==> config.mk <==
export PLATFORM = sky130hd
export DESIGN_NAME = ex_div_ctrl
export DESIGN_NICKNAME = d
export VERILOG_FILES = /design/src/rtl/ex_div_ctrl.sv
export SDC_FILE = /design/constraint.sdc
export NUM_CORES = 1
export LEC_CHECK = 0
export CORE_AREA = 3 3 145 147
export DETAILED_ROUTE_END_ITERATION = 10
export DIE_AREA = 0 0 148 150
export PLACE_DENSITY_LB_ADDON = 0.3
export SKIP_CTS_REPAIR_TIMING = 1
export SYNTH_ARGS = -nofsm -noshare
export SYNTH_HDL_FRONTEND = slang
export SYNTH_SLANG_ARGS = --single-unit
export TNS_END_PERCENT = 20
==> constraint.sdc <==
create_clock -name clk -period 5.5 [get_ports clk]
set_input_delay 1.1 -clock clk [delete_from_list [all_inputs] [get_ports clk]]
set_output_delay 1.1 -clock clk [all_outputs]
set_load 0.03 [all_outputs]
==> src/rtl/ex_div_ctrl.sv <==
// Multi-cycle restoring divider for the EX stage: one quotient bit per clock,
// returns {remainder, quotient} for the HI/LO write and stalls EX while busy.
module ex_div_ctrl #(
    parameter int DATA_W = 32
) (
    input  logic                clk,
    input  logic                rst,
    input  logic                div_start_i,
    input  logic                div_signed_i,
    input  logic                div_annul_i,
    input  logic [DATA_W-1:0]   div_oprd1_i,
    input  logic [DATA_W-1:0]   div_oprd2_i,
    output logic [2*DATA_W-1:0] div_result_o,
    output logic                div_ready_o,
    output logic                stallreq_o,
    output logic [1:0]          dbg_state_o
);

    localparam int CNT_W = $clog2(DATA_W) + 1;
    localparam logic [CNT_W-1:0] CNT_LAST = CNT_W'(DATA_W);

    localparam logic [1:0] S_FREE    = 2'd0;
    localparam logic [1:0] S_BY_ZERO = 2'd1;
    localparam logic [1:0] S_ON      = 2'd2;
    localparam logic [1:0] S_END     = 2'd3;

    logic [1:0]        state;
    logic [CNT_W-1:0]  cnt;
    logic [DATA_W-1:0] dvd;    // dividend shifts out MSB-first, quotient bits shift in
    logic [DATA_W-1:0] dvs;
    logic [DATA_W-1:0] rem;
    logic              neg_q;
    logic              neg_r;

    logic              a_neg;
    logic              b_neg;
    logic [DATA_W-1:0] abs_a;
    logic [DATA_W-1:0] abs_b;
    logic [DATA_W:0]   rem_shift;
    logic [DATA_W-1:0] rem_sub;
    logic              q_bit;
    logic [DATA_W-1:0] rem_next;
    logic [DATA_W-1:0] quot_fix;
    logic [DATA_W-1:0] rem_fix;

    always_comb begin
        a_neg     = div_signed_i & div_oprd1_i[DATA_W-1];
        b_neg     = div_signed_i & div_oprd2_i[DATA_W-1];
        abs_a     = a_neg ? -div_oprd1_i : div_oprd1_i;
        abs_b     = b_neg ? -div_oprd2_i : div_oprd2_i;
        rem_shift = {rem, dvd[DATA_W-1]};
        q_bit     = rem_shift >= {1'b0, dvs};
        // When q_bit is set the true difference is below dvs, so DATA_W bits suffice.
        rem_sub   = rem_shift[DATA_W-1:0] - dvs;
        rem_next  = q_bit ? rem_sub : rem_shift[DATA_W-1:0];
        quot_fix  = neg_q ? -dvd : dvd;
        rem_fix   = neg_r ? -rem : rem;
    end

    // Handshake: ex holds div_start_i high until it sees div_ready_o; the result is
    // consumed in the one cycle where both are high, and ready falls the edge after start does.
    assign stallreq_o  = div_start_i & ~div_annul_i & ~div_ready_o;
    assign dbg_state_o = state;

    always_ff @(posedge clk) begin
        if (rst) begin
            state        <= S_FREE;
            cnt          <= '0;
            dvd          <= '0;
            dvs          <= '0;
            rem          <= '0;
            neg_q        <= 1'b0;
            neg_r        <= 1'b0;
            div_result_o <= '0;
            div_ready_o  <= 1'b0;
        end else begin
            case (state)
                S_FREE: begin
                    div_ready_o <= 1'b0;
                    if (div_start_i && !div_annul_i) begin
                        if (div_oprd2_i == '0) begin
                            state <= S_BY_ZERO;
                        end else begin
                            state <= S_ON;
                            dvd   <= abs_a;
                            dvs   <= abs_b;
                            rem   <= '0;
                            cnt   <= '0;
                            neg_q <= a_neg ^ b_neg;
                            neg_r <= a_neg;
                        end
                    end
                end
                S_BY_ZERO: begin
                    state        <= S_END;
                    div_result_o <= '0;
                    div_ready_o  <= 1'b1;
                end
                S_ON: begin
                    if (!div_start_i || div_annul_i) begin
                        state <= S_FREE;
                    end else if (cnt != CNT_LAST) begin
                        rem <= rem_next;
                        dvd <= {dvd[DATA_W-2:0], q_bit};
                        cnt <= cnt + 1'b1;
                    end else begin
                        div_result_o <= {rem_fix, quot_fix};
                        div_ready_o  <= 1'b1;
                        state        <= S_END;
                    end
                end
                S_END: begin
                    // No relaunch until start has dropped at least once.
                    if (!div_start_i || div_annul_i) begin
                        state       <= S_FREE;
                        div_ready_o <= 1'b0;
                    end
                end
                default: state <= S_FREE;
            endcase
        end
    end

endmodule

==> results of run 1 <==
[critical path, cell delays in order]
cell             delay (ps)
clkdlybuf4s50_1         470
or3_4                   410
or3_4                   350
or4_4                   470
nor4b_4                 390
nand2_2                 170
and3_4                  350
nor2_2                  120
buf_4                   310
a32oi_1                  90
o21ai_0                 100
[state kept, by name (all words and copies together) (netlist names)]
register / count
div_result_o: 64
dvd: 32
dvs: 32
rem: 32
cnt: 6
dbg_state_o: 2
div_ready_o: 1
neg_q: 1
neg_r: 1
[how the worst min path moves through the flow]
stage	from	endpoint
floorplan	dvs[31]	dvs[31]
global placement	dvs[31]	dvs[31]
detailed placement	dvs[31]	dvs[31]
CTS	dvs[31]	dvs[31]
global route	dvs[31]	dvs[31]
finish	dvs[31]	dvs[31]
[Yosys cell counts, drive strengths merged, types with 34 or more instances]
cell type and n:
xnor2 106, inv 67, a21oi 120, a211oi 34
xor2 41, dfxtp 171, nand2 177, ha 43
o21ai 107, nor2 126, a22o 37, clkbuf 52
[report_power, final]
part | switching (mW) | total, mW | internal (mW)
clock network | 0.540 | 1.22 | 0.678
logic | 0.892 | 1.43 | 0.537
registers | 0.104 | 1.43 | 1.33
[per-stage QoR]
step           power, mW  setup WS [ps]  utilization  hold WS, ps  instance area, µm²
5_1_grt             4.30           1310        0.645          480               12900
2_1_floorplan       2.50           2040            -          432               10900
6_report            4.08           1500        0.645          454               12900
3_5_place_dp        2.85           1070        0.615          446               12300
4_1_cts             4.07           1520        0.645          455               12900
3_3_place_gp        2.83           1160        0.615          441               12300
[cell type report]
type	count	area (µm²)	area share
Inverter	68	255	0.0198
Clock inverter	14	160	0.0124
Sequential cell	171	3420	0.265
Multi-Input combinational cell	1078	6870	0.532
Timing Repair Buffer	147	1440	0.112
Clock buffer	17	425	0.0329
Tap cell	270	338	0.0262
[layer usage]
layer / vias up / GRT usage / wire length, µm / share of wire
li1: 5159 / - / - / -
met5: - / 0 / 0 / 0
met3: 30 / 0.0521 / 2730 / 0.092
met1: 4764 / 0.410 / 14700 / 0.50
met4: 0 / 0.0670 / 441 / 0.015
met2: 417 / 0.352 / 11700 / 0.40
[cells by family (layout without fill, tap and decap cells)]
logic type               count (synthesis)  after routing  synth area share
flip-flops                             171            171             0.314
multiplexers                            14             14            0.0130
XOR/XNOR                               147            147             0.118
buffers and inverters                  146            246            0.0569
AND/OR/NAND/NOR                        445            445             0.193
adder cells (fa/ha/maj)                 44             44            0.0513
AO/OA/AOI/OAI                          428            428             0.253
==> impl_results.md, run 1 <==
* Outcome: finished clean
* Maximum vdd ir drop at 226 µV
* Antenna cell count at 0
* DRC violations left at 0
* Pleak at 4.83 nW
* Synthesis-stage register bit count at 171
* IO Port Bufs at 136
* Post-synth top area cell: dfxtp_1
* Final setup vio count at 0
* Layout Skew at 18.5 ps
* CTS tree: built
* Placed cells at 1734
* Critical Path AT at 4360 ps
* Initial antenna violation count at 0
* Most common cell after layout, fill and taps aside: nand2_1
* Worst-Margin Slew at 1100 ps
* Synthesized area at 10900 µm²
* Later-pin clock latency in the skew report at 440 ps
* Clock Sinks at 171
* Final #Nets at 1596
* DR vias at 10.4k
* Hold path depth at 2
* Hold/Removal Path Class: reg2reg
* Most frequent cells in the layout: 175 x nand2_1, 171 x dfxtp_1, 135 x clkdlybuf4s50_1
* Mapped Cells at 1395
* Relative slew margins at 0.268
* Largest cells by area after synthesis: dfxtp_1 31%, xnor2_1 8.5%, nand2_1 6.0%
* Die H at 150 µm
* Total negative slack at 0 ps
* RSZ-0062 raised after global routing: false
* Initial Util at 0.543
* Total Wirelength at 29500 µm
* Crit Reg-Reg Endpoint: rem[1]
* Total gr overflow at 0
* H-tree depth at 4
* Post-synthesis sequential area ratio at 0.314
* Main synth FF type: dfxtp_1
* # rows at 52
* R2R cell count at 11
* GR Util All Layers at 0.259
* Synth cell types at 70
* Asr flop ratio synth at 0
* Layout cells sized above 1 at 0.0508
* Chip Width at 148 µm
* Post-route minimum period at 4000 ps
* Worst EP required at 5860 ps
* RePlAce Congestion at 0.974
* DP Wirelength at 22200 µm
* Fill cells at 1775
* Worst setup EP type: flop
* Largest net degree at the start of global routing at 82
* Worst reg2reg setup slack at 1990 ps
* CP Max Fanout at 38
* Layout Area Growth over Synthesis at 18.7%
* Final ANT Viol Nets at 0
* Setup crit start: div_oprd2_i[15]
* Synth Net Count at 1508
* Endpoints failing hold at 0
* Slew Limit Fails at 0
* Fmax at 0.250 GHz
* Clk buf depth at 2
* CTS root buf: clkbuf_16
* Crit Path Class: in2reg
* Vias in the first global route at 9084
* First-pass GRT wire length at 47200 µm
* Fin crit share at 0.727
* Syn Area/Cell at 7.80 µm²
* Worst setup path end: rem[24]
* Post-synth EDFFs at 0
* 1st-iter DRT viols at 941
* PD cells at 316 nW/µm²
* Drt via density at 5.88
* YS warnings at 0
* Die area at 22200 µm²
* Core box area at 20000 µm²
* Reg-to-reg startpoint: rem[27]
* Post-Layout Cell Count at 1765
* WL per Instance at 16.7 µm
* # IOs at 137
* Clock-pin slew on the worst setup and hold paths at 70 ps
* Max_cap viols at 0
* Yosys top cell area share at 0.314
* CTS Buf Count at 17
* First-pass DRT Iterations at 7
* Startpoint Class: input port
(Power assumes the default switching activity.)
==> run 2: changes to the inputs <==
CORE_AREA = 3 3 151 153   (was 3 3 145 147)
DIE_AREA = 0 0 154 156   (was 0 0 148 150)
clock period = 3.3 ns   (was 5.5 ns; I/O delays follow)
==> run 2 against run 1 <==
Compared with the run above:
- critical path depth did not move
- utilization fell by 0.26 points
- sequential power rose by 66%
- first-iteration DRC count rose by 0.96%
- critical endpoint is now rem[17]
- worst setup slack got worse by 1400 ps
- count of clock-buffer cells in the layout rose by 5
==> impl_results.md, run 2 (synthesis gave the netlist of run 1 again) <==
* CP Max Fanout at 30 (was 38)
* Die H at 156 µm (was 150 µm)
* DRC violations left at 0 (unchanged)
* Die area at 24000 µm² (was 22200 µm²)
* Fin crit share at 0.964
* Endpoints failing hold at 0 (unchanged)
* # rows at 54 (was 52)
* 1st-iter DRT viols at 950 (was 941)
* Most frequent cells in the layout: 175 x nand2_1, 170 x dfxtp_1, 135 x clkdlybuf4s50_1 (was 175 x nand2_1, 171 x dfxtp_1, 135 x clkdlybuf4s50_1)
* RePlAce Congestion at 0.959 (was 0.974)
* Crit path buffers/inverters at 2 (unchanged)
* Worst setup path end: rem[17] (was rem[24])
* Hold path depth at 2 (unchanged)
* IO Port Bufs at 136 (unchanged)
* # IOs at 137 (unchanged)
* Drt via density at 5.61 (was 5.88)
* Worst-path cell chain: clkdlybuf4s50_1, or3_4, or3_4, or4_4, nor4b_4, nand2_2, and3_4, nor2_2, buf_12, a32oi_1, o21ai_0 (was clkdlybuf4s50_1, or3_4, or3_4, or4_4, nor4b_4, nand2_2, and3_4, nor2_2, buf_4, a32oi_1, o21ai_0)
* Reg-to-reg startpoint: dvs[4] (was rem[27])
* Crit Reg-Reg Endpoint: rem[1] (unchanged)
* Placed cell area at 13300 µm² (was 12300 µm²)
* DR vias at 10.6k (was 10.4k)
* Setup crit start: div_oprd2_i[15] (unchanged)
* Top layer in use: met4 (unchanged)
* Worst reg2reg setup slack at 200 ps (was 1990 ps)
* Peak per-stage delay on the critical path at 440 ps (was 470 ps)
* Layout Skew at 14.1 ps (was 18.5 ps)
* Vias in the first global route at 9579 (was 9084)
* Crit Path Class: in2reg (unchanged)
* Maximum vdd ir drop at 366 µV (was 226 µV)
* Initial antenna violation count at 0 (unchanged)
* CP max stage cell: or4_4 (was clkdlybuf4s50_1)
* PD cells at 498 nW/µm² (was 316 nW/µm²)
* Met2 WL at 12500 µm (was 11700 µm)
* Top reg by flops: div_result_o (unchanged)
* First-pass GRT wire length at 50000 µm (was 47200 µm)
* Antenna cell count at 0 (unchanged)
* DP Wirelength at 23900 µm (was 22200 µm)
* Clock-pin slew on the worst setup and hold paths at 70 ps (about the same)
* Worst-Margin Slew at 1120 ps (was 1100 ps)
* Layout Area Growth over Synthesis at 27.9% (was 18.7%)
* RSZ-0062 raised after global routing: true (was false)
* Post-route minimum period at 3180 ps
* GR Util All Layers at 0.251 (was 0.259)
* Initial Util at 0.502 (was 0.543)
* Startpoint Class: input port (unchanged)
* Chip Width at 154 µm (was 148 µm)
* Max_cap viols at 0 (unchanged)
* Metal-1 WL at 15800 µm (was 14700 µm)
* Relative slew margins at 0.251 (was 0.268)
* Pleak at 5.43 nW (was 4.83 nW)
* Worst slack, placed at -404 ps (was 1070 ps)
* R2R cell count at 12 (was 11)
* CTS tree: built (unchanged)
* Most common cell after layout, fill and taps aside: nand2_1 (unchanged)
* Slew Limit Fails at 0 (unchanged)
* Fmax at 0.314 GHz
* Worst setup EP type: flop (unchanged)
* Hold/Removal Path Class: reg2reg (unchanged)
* Worst EP required at 3640 ps (was 5860 ps)
* Max reg flops at 64 (unchanged)
* Clock Sinks at 171 (unchanged)
* Finished Cell Area at 13900 µm² (was 12900 µm²)
* Core box area at 21700 µm² (was 20000 µm²)
* Cell family with most CP delay: simple AND/OR/NAND/NOR gates (unchanged)
* Final setup vio count at 0 (unchanged)
* Later-pin clock latency in the skew report at 430 ps (was 440 ps)
* Critical Path AT at 3520 ps (was 4360 ps)
* Final core utilization at 0.642 (was 0.645)
* Final #Nets at 1713 (was 1596)
* Final WS setup at 118 ps (was 1500 ps)
* WP depth at 11 (unchanged)
* Final ANT Viol Nets at 0 (unchanged)
* Outcome: finished clean (unchanged)
* Total negative slack at 0 ps (unchanged)
* H-tree depth at 4 (unchanged)
* Worst hold slack at 464 ps (was 454 ps)
* DR WL met3 at 2420 µm (was 2730 µm)
* CTS Buf Count at 17 (unchanged)
* Largest net degree at the start of global routing at 70 (was 82)
* Layout cells sized above 1 at 0.125 (was 0.0508)
* WL per Instance at 16.4 µm (was 16.7 µm)
* Total gr overflow at 0 (unchanged)
* First-pass DRT Iterations at 5 (was 7)
* CTS root buf: clkbuf_16 (unchanged)
* Clk buf depth at 2 (unchanged)
* Total Wirelength at 31100 µm (was 29500 µm)
* Most used cell, CP: or3_4 (unchanged)
-- run 2: cell count changes in the layout (fill, tap and decap cells not counted), sizes merged --
cell      change
clkinvlp      +3
inv           -1
clkinv        -4
bufinv        -2
clkbuf        +5
buf         +117
-- run 2: area by class of cell --
class | count | area (µm²)
Fill cell | 1867 | 7760
Multi-Input combinational cell | 1078 | 6900
Sequential cell | 171 | 3420
Timing Repair Buffer | 264 | 2420
Clock buffer | 22 | 494
Tap cell | 280 | 350
Inverter | 68 | 255
Clock inverter | 10 | 81.3
-- run 2: worst min-delay path by stage --
stage | to | start | slack (ps)
6_report | dvs[31] | dvs[31] | 460
5_1_grt | div_result_o[16] | div_result_o[16] | 500
4_1_cts | dvs[31] | dvs[31] | 470
3_5_place_dp | dvs[31] | dvs[31] | 460
3_3_place_gp | dvs[31] | dvs[31] | 450
2_1_floorplan | dvs[31] | dvs[31] | 430
-- run 2: metal layers --
metal  global-route usage  vias to the layer above
met5                    0                        -
met4               0.0534                        0
met3               0.0483                       29
met2                0.352                      360
met1                0.395                     4839
li1                     -                     5386
-- run 2: power by group --
| part | internal [mW] | leakage, nW | total, mW | switching, mW |
|---|---|---|---|---|
| clock network | 1.08 | 0.274 | 1.97 | 0.892 |
| registers | 2.21 | 1.39 | 2.38 | 0.167 |
| logic | 1.05 | 3.77 | 2.59 | 1.54 |
-- run 2: worst reg2reg max path, stage by stage (launching register included) --
cell      delay, ps
dfxtp_1         320
inv_1            90
ha_1            360
a21oi_1         210
nand2_1         110
o21ai_0         230
a21oi_1         130
or2_2           340
a311oi_4        450
buf_12          210
mux2_2          340
nand3_1          80
a21oi_1          70
-- run 2: metrics by stage --
stage / cells / power [mW]
2_1_floorplan: 1395 / 4.16
3_3_place_gp: 1861 / 4.89
3_5_place_dp: 1861 / 4.95
4_1_cts: 1893 / 6.91
5_1_grt: 1893 / 7.33
6_report: 1893 / 6.94
